### src/rtl/mem_test_gen.sv
// Memory subsystem self-test: writes a seeded pattern to NUM_WORDS words,
// reads them back, and reports a pass/fail/timeout verdict.
module mem_test_gen #(
    parameter int unsigned       ADDR_W    = 27,
    parameter int unsigned       NUM_WORDS = 1024,
    parameter logic [ADDR_W-1:0] BASE_ADDR = '0,
    parameter logic [31:0]       SEED      = 32'hA5A5_5A5A,
    parameter int unsigned       TIMEOUT   = 4096
) (
    input  logic              clk_i,
    input  logic              reset_b_i,
    input  logic              start_i,
    input  logic              ready_i,
    input  logic              transaction_complete_i,
    input  logic [31:0]       data_i,
    output logic [ADDR_W-1:0] addr_o,
    output logic [1:0]        width_o,
    output logic [31:0]       data_o,
    output logic              wstrobe_o,
    output logic              rstrobe_o,
    output logic              busy_o,
    output logic              done_o,
    output logic              pass_o,
    output logic              timeout_o,
    output logic [15:0]       err_count_o,
    output logic [ADDR_W-1:0] fail_addr_o
);

    typedef enum logic [2:0] {
        StIdle, StWrReq, StWrWait, StRdReq, StRdWait, StDone, StError
    } state_e;

    state_e            state_q, state_d;
    logic [31:0]       idx_q, idx_d;
    logic [31:0]       cnt_q, cnt_d;
    logic [15:0]       err_q, err_d;
    logic [ADDR_W-1:0] fail_q, fail_d;
    logic [ADDR_W-1:0] addr_q, addr_d;
    logic [31:0]       data_q, data_d;
    logic              start_q;
    logic              start_edge;
    logic              last_word;
    logic              expired;
    logic              running_d;

    function automatic logic [31:0] pattern(input logic [31:0] i);
        return SEED ^ {i[15:0], ~i[15:0]};
    endfunction

    // Address arithmetic wraps modulo 2^ADDR_W.
    function automatic logic [ADDR_W-1:0] word_addr(input logic [31:0] i);
        return BASE_ADDR + ADDR_W'({i, 2'b00});
    endfunction

    assign start_edge = start_i & ~start_q;
    assign last_word  = (idx_q == NUM_WORDS - 1);
    // Fires so that ERROR is visible exactly TIMEOUT cycles after the strobe.
    assign expired    = ((cnt_q + 32'd2) >= TIMEOUT);

    // Next-state, strobe generation and compare logic.
    always_comb begin
        state_d   = state_q;
        idx_d     = idx_q;
        cnt_d     = cnt_q;
        err_d     = err_q;
        fail_d    = fail_q;
        wstrobe_o = 1'b0;
        rstrobe_o = 1'b0;
        unique case (state_q)
            StIdle, StDone, StError: begin
                if (start_edge) begin
                    state_d = StWrReq;
                    idx_d   = '0;
                    err_d   = '0;
                    fail_d  = '0;
                end
            end
            StWrReq: begin
                if (ready_i) begin
                    wstrobe_o = 1'b1;
                    cnt_d     = '0;
                    state_d   = StWrWait;
                end
            end
            StWrWait: begin
                cnt_d = cnt_q + 32'd1;
                if (transaction_complete_i) begin
                    idx_d   = last_word ? '0 : idx_q + 32'd1;
                    state_d = last_word ? StRdReq : StWrReq;
                end else if (expired) begin
                    state_d = StError;
                end
            end
            StRdReq: begin
                if (ready_i) begin
                    rstrobe_o = 1'b1;
                    cnt_d     = '0;
                    state_d   = StRdWait;
                end
            end
            StRdWait: begin
                cnt_d = cnt_q + 32'd1;
                if (transaction_complete_i) begin
                    if (data_i != data_q) begin
                        if (err_q != 16'hFFFF) err_d = err_q + 16'd1;
                        if (err_q == 16'd0) fail_d = addr_q;
                    end
                    idx_d   = last_word ? idx_q : idx_q + 32'd1;
                    state_d = last_word ? StDone : StRdReq;
                end else if (expired) begin
                    state_d = StError;
                end
            end
            default: state_d = StIdle;
        endcase
    end

    // Address/data follow the word index only while a run is active.
    always_comb begin
        running_d = (state_d == StWrReq) || (state_d == StWrWait) ||
                    (state_d == StRdReq) || (state_d == StRdWait);
        addr_d    = running_d ? word_addr(idx_d) : addr_q;
        data_d    = running_d ? pattern(idx_d) : data_q;
    end

    // State and datapath registers.
    always_ff @(posedge clk_i or negedge reset_b_i) begin
        if (!reset_b_i) begin
            state_q <= StIdle;
            idx_q   <= '0;
            cnt_q   <= '0;
            err_q   <= '0;
            fail_q  <= '0;
            addr_q  <= '0;
            data_q  <= '0;
            start_q <= 1'b0;
        end else begin
            state_q <= state_d;
            idx_q   <= idx_d;
            cnt_q   <= cnt_d;
            err_q   <= err_d;
            fail_q  <= fail_d;
            addr_q  <= addr_d;
            data_q  <= data_d;
            start_q <= start_i;
        end
    end

    // Status outputs decoded from the registered state.
    always_comb begin
        busy_o      = (state_q == StWrReq) || (state_q == StWrWait) ||
                      (state_q == StRdReq) || (state_q == StRdWait);
        done_o      = (state_q == StDone);
        pass_o      = (state_q == StDone) && (err_q == 16'd0);
        timeout_o   = (state_q == StError);
        err_count_o = err_q;
        fail_addr_o = fail_q;
        addr_o      = addr_q;
        data_o      = data_q;
        width_o     = 2'b10;
    end

endmodule

### config.mk
export PLATFORM = sky130hd
export DESIGN_NAME = mem_test_gen
export DESIGN_NICKNAME = d
export VERILOG_FILES = /design/src/rtl/mem_test_gen.sv
export SDC_FILE = /design/constraint.sdc
export NUM_CORES = 1
export LEC_CHECK = 0
export CAP_MARGIN = 40
export CORE_ASPECT_RATIO = 0.9
export CORE_UTILIZATION = 35
export DETAILED_ROUTE_END_ITERATION = 12
export PLACE_DENSITY_LB_ADDON = 0.12
export SYNTH_ARGS = -nofsm -noshare
export SYNTH_HDL_FRONTEND = slang
export SYNTH_SLANG_ARGS = --single-unit
### constraint.sdc
create_clock -name clk_i -period 3.16 [get_ports clk_i]
set_input_delay 0.474 -clock clk_i [delete_from_list [all_inputs] [get_ports clk_i]]
set_output_delay 0.474 -clock clk_i [all_outputs]
set_load 0.01 [all_outputs]
==> metrics.txt, run 1 <==
status finished, violations left; failing checks hold timing; initial antenna violation count 1; FF+latch count, synth between 100 and 150; highest clock rate between 300 and 400 MHz; die area approximately 0.024 mm²; Clk Latency, worst-skew pair around 430 ps; clk_skew approximately 12 ps; CP required about 3500 ps; Setup TNS Final 0 ps; root buffer cell clkbuf_16; Synth top area share a little over two fifths; Layout Cells excl Fill around 1400; pwr dens ~530 mW/mm²; top post-synthesis cells by area dfrtp_1 43%, nand2_1 5.4%, mux2_4 4.0%; Sw Ratio between 30% and 40%; post-synthesis average cell area 9.03 µm²; Via density between 5 and 6; I/O Pins between 100 and 150; Int Pwr between 3 and 4 mW; R2R Path Start cnt_q[2]$_DFFE_PN0P_; port bufs 140; Yosys warning total 0; # DRC 0; ys async rst share between 90% and 100%; Congestion Overflow GR 0; final core utilization a little under half; Setup Buffers After CTS 0; period utilization 93.8%; Hold Crit Class in -> async; Final Worst Setup Slack ~190 ps; Netlist Area Pre-Place 0.00831 mm²; Peak supply drop 0.000371 V; Synth area leader dfrtp_1; Comb pwr share just under 30%; Top FF cell, synth dfrtp_1; Placer Congestion roughly 0.87; drt pass-1 iters 5; Yosys cell types 76; GRT Overall Usage between 10% and 20%; Slew Limit Headroom about 56%; Worst Tran Pin Value about 650 ps; clk sink count 142; Setup-failing EPs final 0; Slew Limit Fails 0; DR iter-0 viols 468; TritonCTS clock tree yes; Core Footprint 0.0233 mm²; part of the power in registers between 30% and 40%; Finished Cell Area 0.0108 mm²; CP max FO 28; flop-to-flop setup slack 190 ps; sequential-to-total area share from yosys stat 42.7%; final hold vios 1; Mapped Cells 921; Psw 2.00 mW; Placed Cells 1352; Num CTS Buffers 17; dpl cell area about 0.010 mm²; unrepaired setup endpoints after global routing no; max_cap viols 0; layout cells sized above 1 around 14%; largest net degree at the start of global routing 65; crit path launch type flip-flop; # rows between 50 and 60; DP HPWL 16900 µm; CTS max path bufs 2; total number of vias ~7300; arrival time at the worst endpoint between 3000 and 4000 ps; Leak Pwr 4.58 nW; final net count roughly 1100; final WL 23200 µm; die extent in y roughly 150 µm; Routed wire per std cell 16.7 µm; Layout area overhead 29.7%; FF-to-FF End addr_o[4]$_DFFE_PN0P_; clock-pin slew on the worst setup and hold paths approximately 70 ps; WS Path Type reg -> reg; Place WS about 120 ps; first-pass GRT wire length 37700 µm; vias in the first global route 6971; r2r worst-path depth 10; Final ANT Viol Nets 0; Clock Power Share approximately 36%; Chip Width ~160 µm; EDFF count, synth 0; Starting Density 35.6%; post-layout minimum cycle time between 2000 and 3000 ps; htree depth 4; Fin Hold WS -4.35 ps; CP Capture Type flip-flop
-- layout by cell type, fill, tap and decap left out, types with 4 or more instances in the layout --
master / Yosys / final
a31oi_1: 12 / 12
mux2i_1: 13 / 13
nand2_1: 119 / 119
nand4_1: 29 / 29
nor4_1: 20 / 19
ha_1: 7 / 7
xnor2_1: 27 / 27
xor2_1: 15 / 15
conb_1: 2 / 6
inv_1: 28 / 28
dfrtp_1: 142 / 140
inv_8: 0 / 4
o31ai_1: 9 / 9
nor2_1: 80 / 79
or3_1: 8 / 8
o211ai_1: 4 / 4
buf_4: 32 / 59
a41oi_1: 5 / 5
o21ai_0: 58 / 58
clkdlybuf4s50_1: 0 / 139
o22ai_1: 10 / 10
clkbuf_16: 0 / 17
nor3_1: 34 / 34
nor2b_1: 4 / 4
inv_6: 0 / 4
and4_1: 5 / 5
mux2_4: 22 / 22
a21oi_1: 40 / 40
nor4_4: 3 / 4
nand3_1: 33 / 33
and3_1: 28 / 28
nor4b_1: 6 / 5
o21ai_1: 9 / 9
nand2b_1: 5 / 5
a31o_2: 5 / 5
-- flip-flops by register name, summed over array words and instances, names as in the netlist --
signal       count
cnt_q           32
idx_q           32
data_o          16
start_q          1
addr_o          17
err_count_o     16
state_q          3
fail_addr_o     25
-- logic make-up after synthesis --
| kind of cell | share of synthesized area [%] |
|---|---|
| AO/OA/AOI/OAI | 14.1 |
| XOR/XNOR | 4.43 |
| adder cells (fa/ha/maj) | 1.05 |
| buffers and inverters | 6.95 |
| flip-flops | 42.7 |
| multiplexers | 5.95 |
| other | 0.0903 |
| AND/OR/NAND/NOR | 24.7 |
-- worst max-delay path by stage --
stage	from	endpoint	cells past startpoint
floorplan	cnt_q[19]$_DFFE_PN0P_	data_o[28]$_DFFE_PN0P_	11
global placement	ready_i	cnt_q[22]$_DFFE_PN0P_	10
detailed placement	cnt_q[20]$_DFFE_PN0P_	data_o[15]$_DFFE_PN0P_	10
CTS	cnt_q[20]$_DFFE_PN0P_	data_o[15]$_DFFE_PN0P_	10
global route	cnt_q[2]$_DFFE_PN0P_	data_o[29]$_DFFE_PN0P_	11
finish	cnt_q[2]$_DFFE_PN0P_	addr_o[4]$_DFFE_PN0P_	10
-- through the flow --
| stage | hold slack, ps | total power, mW |
|---|---|---|
| 6_report | -4.35 | 5.75 |
| 5_1_grt | 25.6 | 6.07 |
| 4_1_cts | 12.2 | 5.84 |
| 3_5_place_dp | 471 | 3.77 |
| 3_3_place_gp | 461 | 3.76 |
| 2_1_floorplan | 178 | 3.17 |
-- synthesized netlist by cell type, types with 4 or more instances --
| cell type | n |
|---|---|
| a21oi_1 | 40 |
| a31o_2 | 5 |
| a31oi_1 | 12 |
| a41oi_1 | 5 |
| and3_1 | 28 |
| and4_1 | 5 |
| buf_1 | 4 |
| buf_2 | 10 |
| buf_4 | 32 |
| clkbuf_1 | 27 |
| dfrtp_1 | 142 |
| ha_1 | 7 |
| inv_1 | 28 |
| mux2_4 | 22 |
| mux2i_1 | 13 |
| nand2_1 | 119 |
| nand2b_1 | 5 |
| nand3_1 | 33 |
| nand4_1 | 29 |
| nor2_1 | 80 |
| nor2b_1 | 4 |
| nor3_1 | 34 |
| nor4_1 | 20 |
| nor4b_1 | 6 |
| o211ai_1 | 4 |
| o21ai_0 | 58 |
| o21ai_1 | 9 |
| o22ai_1 | 10 |
| o31ai_1 | 9 |
| or3_1 | 8 |
| xnor2_1 | 27 |
| xor2_1 | 15 |
-- power groups by stage --
stage | sequential [mW] | clock [mW] | combinational, mW
2_1_floorplan | 2.03 | 0 | 1.14
3_3_place_gp | 2.05 | 0 | 1.70
3_5_place_dp | 2.05 | 0 | 1.72
4_1_cts | 2.02 | 2.10 | 1.72
5_1_grt | 2.04 | 2.17 | 1.87
6_report | 2.02 | 2.04 | 1.69
-- layer usage --
layer | GRT usage, % | vias to the layer above | wire [µm]
met4 | 6.01 | 0 | 375
met5 | 0 | - | 0
met3 | 4.27 | 29 | 1340
met2 | 30.5 | 195 | 10400
li1 | - | 3588 | -
met1 | 27.6 | 3491 | 11000
-- area by class of cell --
type	instances	area, µm²
fillers	2268	12600
multi-input cells	678	4230
flip-flops and latches	142	3560
repair buffers	202	1910
clock buffers	17	425
well taps	302	378
clock inverters	15	174
inverters	28	105
diodes	1	2.50
-- critical path, stage by stage, from the launching register on --
cell and delay (ps):
dfrtp_1 430, ha_1 220, nand4_1 200, or2_1 280
nor3_1 300, a21oi_1 80, a211o_1 270, nor4_4 260
o31a_2 220, buf_12 210, mux2_1 340
-- repair_timing --
action	4_1_cts	5_1_grt
resized for setup	0	7
hold buffers	0	0
endpoints found under the setup margin	0	33
(Power assumes the default switching activity.)
==> run 2: changes to the inputs <==
Settings changed: REMOVE_ABC_BUFFERS set to 1.
==> metrics.txt, run 2 (synthesized netlist as in run 1, its figures left out) <==
status finished, final reports clean; pwr dens 540 mW/mm² (+1.2%); FF-to-FF End addr_o[4]$_DFFE_PN0P_; Setup-failing EPs final 0 (unchanged); hold path depth 2; post-layout minimum cycle time 3000 ps (+38.5 ps); M2 GR Usage 28.6% (-1.9 points); die extent in y 148 µm (unchanged); Routed wire per std cell 16.6 µm (-0.91%); Placed Cells 1358 (+0.44%); # DRC 0 (unchanged); TritonCTS clock tree yes; Via density 5.28 (+0.10%); Placer Congestion 0.887 (+2.0%); Worst Tran Pin Value 665 ps (+14.6 ps); final WL 23000 µm (-0.56%); period utilization 95.1% (+1.2 points); Peak supply drop 0.000331 V (-11%); Layout Cells excl Fill 1390 (+0.36%); dpl cell area 0.0102 mm² (+0.42%); initial antenna violation count 0 (-1); WS Path Type reg -> reg; met1 Usage GRT 28.8% (+1.3 points); R2R Path Start cnt_q[22]$_DFFE_PN0P_; Fin Hold WS 476 ps (+480 ps); highest clock rate 333 MHz (-1.3%); arrival time at the worst endpoint 3310 ps (+30 ps); Register Area 0.00356 mm² (unchanged); commonest non-fill, non-tap cell in the layout dfrtp_1; CP cell instances nand4_4 > or4_4 > xor2_1 > a41oi_2 > a311o_2 > nor4_4 > o31a_2 > buf_12 > mux2_1; Clk Latency, worst-skew pair 430 ps (about the same); CP max FO 26 (-7.1%); Congestion Overflow GR 0 (unchanged); Core Footprint 0.0233 mm² (unchanged); Starting Density 35.6% (unchanged); final net count 1120 (+0.63%); Num CTS Buffers 17 (unchanged); most frequent cells in the layout 140 x dfrtp_1, 139 x clkdlybuf4s50_1, 119 x nand2_1; Slew Limit Fails 0 (unchanged); largest net degree at the start of global routing 54 (-17%); # rows 53 (unchanged); Setup Buffers After CTS 0 (unchanged); Clock Power Share 35.7% (+0.2 points); Layout area overhead 30.2%; CP Capture Type flip-flop; Slew Limit Headroom 55.1% (-1.3 points); HP Start fail_addr_o[3]$_DFFE_PN0P_; first-pass GRT wire length 37200 µm (-1.2%); Place WS 53.4 ps (-62.5 ps); clk sink count 142 (unchanged); clk_skew 9.04 ps (-3.41 ps); Filler Cells Inserted 2257 (-0.49%); drt pass-1 iters 5 (unchanged); DP HPWL 16700 µm (-1.3%); die area 0.0244 mm² (unchanged); CP required 3460 ps (about the same); Psw 1.92 mW (-4.0%); port bufs 140 (unchanged); Hold Crit Class reg -> reg; r2r worst-path depth 9 (-1); grt met3 use 4.07% (-0.20 points); layout cells sized above 1 14.0% (+0.29 points); gr busiest metal met1; I/O Pins 147 (unchanged); DR iter-0 viols 637 (+36%); max_cap viols 0 (unchanged); Sw Ratio 32.8% (-1.9 points); part of the power in registers 34.7% (-0.4 points); Multi-input gate area 0.00422 mm² (-0.33%); crit path launch type flip-flop; CP max stage delay 550 ps (+120 ps); unrepaired setup endpoints after global routing no; Finished Cell Area 0.0108 mm² (+0.39%); htree depth 4 (unchanged); final hold vios 0 (-1); CTS max path bufs 2 (unchanged); clock-pin slew on the worst setup and hold paths 60 ps (about the same); Hold Path End fail_addr_o[3]$_DFFE_PN0P_; Final Worst Setup Slack 156 ps (-38.5 ps); Int Pwr 3.92 mW (+4.5%); flop-to-flop setup slack 160 ps (-40 ps); highest-delay cell along the critical path or4_4; GRT Overall Usage 19.5% (-0.30 points); Final ANT Viol Nets 0 (unchanged); ANT cells 0 (-1); root buffer cell clkbuf_16; Chip Width 164 µm (unchanged); total number of vias 7337 (+0.47%); vias in the first global route 6797 (-2.5%); Comb pwr share 29.6% (+0.2 points); Leak Pwr 4.61 nW (+0.76%)
-- run 2: changes by cell type in the layout (fill, tap and decap cells not counted), sizes merged --
cell / previous run / this run
inv: 36 / 29
buf: 63 / 69
clkinv: 3 / 6
bufinv: 1 / 3
clkbuf: 17 / 18
diode: 1 / 0
dlygate4sd3: 0 / 1
-- run 2: layout make-up --
type | count | area share, %
Tap cell | 302 | 3.49
Timing Repair Buffer | 209 | 18.1
Clock buffer | 18 | 4.06
Sequential cell | 142 | 32.9
Inverter | 28 | 0.971
Clock inverter | 13 | 1.54
Multi-Input combinational cell | 678 | 39.0
-- run 2: power groups by stage --
stage | clock network (mW) | registers (mW) | logic, mW
3_3_place_gp | 0 | 2.06 | 1.73
6_report | 2.09 | 2.03 | 1.73
4_1_cts | 2.15 | 2.03 | 1.75
2_1_floorplan | 0 | 2.07 | 0.890
5_1_grt | 2.22 | 2.05 | 1.89
3_5_place_dp | 0 | 2.06 | 1.73
-- run 2: timing repair --
action / 4_1_cts / 5_1_grt
endpoints found under the setup margin: 0 / 29
hold endpoints to repair: 44 / 0
hold buffers: 1 / 0
gates resized for setup: 0 / 5
-- run 2: metrics by stage --
| stage | TNS (ps) | total power [mW] | util [%] |
|---|---|---|---|
| finish | 0 | 5.84 | 46.4 |
| global placement | 0 | 3.79 | 43.6 |
| detailed placement | 0 | 3.79 | 43.6 |
| global route | 0 | 6.17 | 46.4 |
| floorplan | -33110 | 2.96 | - |
| CTS | 0 | 5.93 | 46.3 |
-- run 2: routing by layer --
| metal | wire length, µm | vias up |
|---|---|---|
| met2 | 9910 | 220 |
| met3 | 1380 | 20 |
| met4 | 259 | 0 |
| met1 | 11500 | 3502 |
| met5 | 0 | - |
| li1 | - | 3595 |
-- run 2: critical path: cells and delay by family, from the launching register on --
| family | cells | cell delay (ps) |
|---|---|---|
| AND/OR/NAND/NOR | 3 | 940 |
| AO/OA/AOI/OAI | 3 | 710 |
| flip-flops | 1 | 460 |
| multiplexers | 1 | 350 |
| buffers and inverters | 1 | 210 |
| XOR/XNOR | 1 | 170 |
-- run 2: worst max path at each step --
stage                                      from  slack (ps)  cells past startpoint                      to
after floorplan            state_q[1]$_DFF_PN0_       -1060                      6   addr_o[2]$_DFFE_PN0P_
after global placement      idx_q[12]$_DFF_PN0_          20                      8  addr_o[25]$_DFFE_PN0P_
after detailed placement    idx_q[12]$_DFF_PN0_          50                      8  addr_o[25]$_DFFE_PN0P_
after CTS                   idx_q[12]$_DFF_PN0_          20                      8  addr_o[25]$_DFFE_PN0P_
after global routing      cnt_q[22]$_DFFE_PN0P_          30                     10  data_o[26]$_DFFE_PN0P_
final                     cnt_q[22]$_DFFE_PN0P_         160                      9   addr_o[4]$_DFFE_PN0P_
==> run 3: changes to the inputs <==
Settings changed: SLEW_MARGIN set to 20.
==> results of run 3 <==
Same layout as run 2: the final DEF is identical, and so are final timing and power.
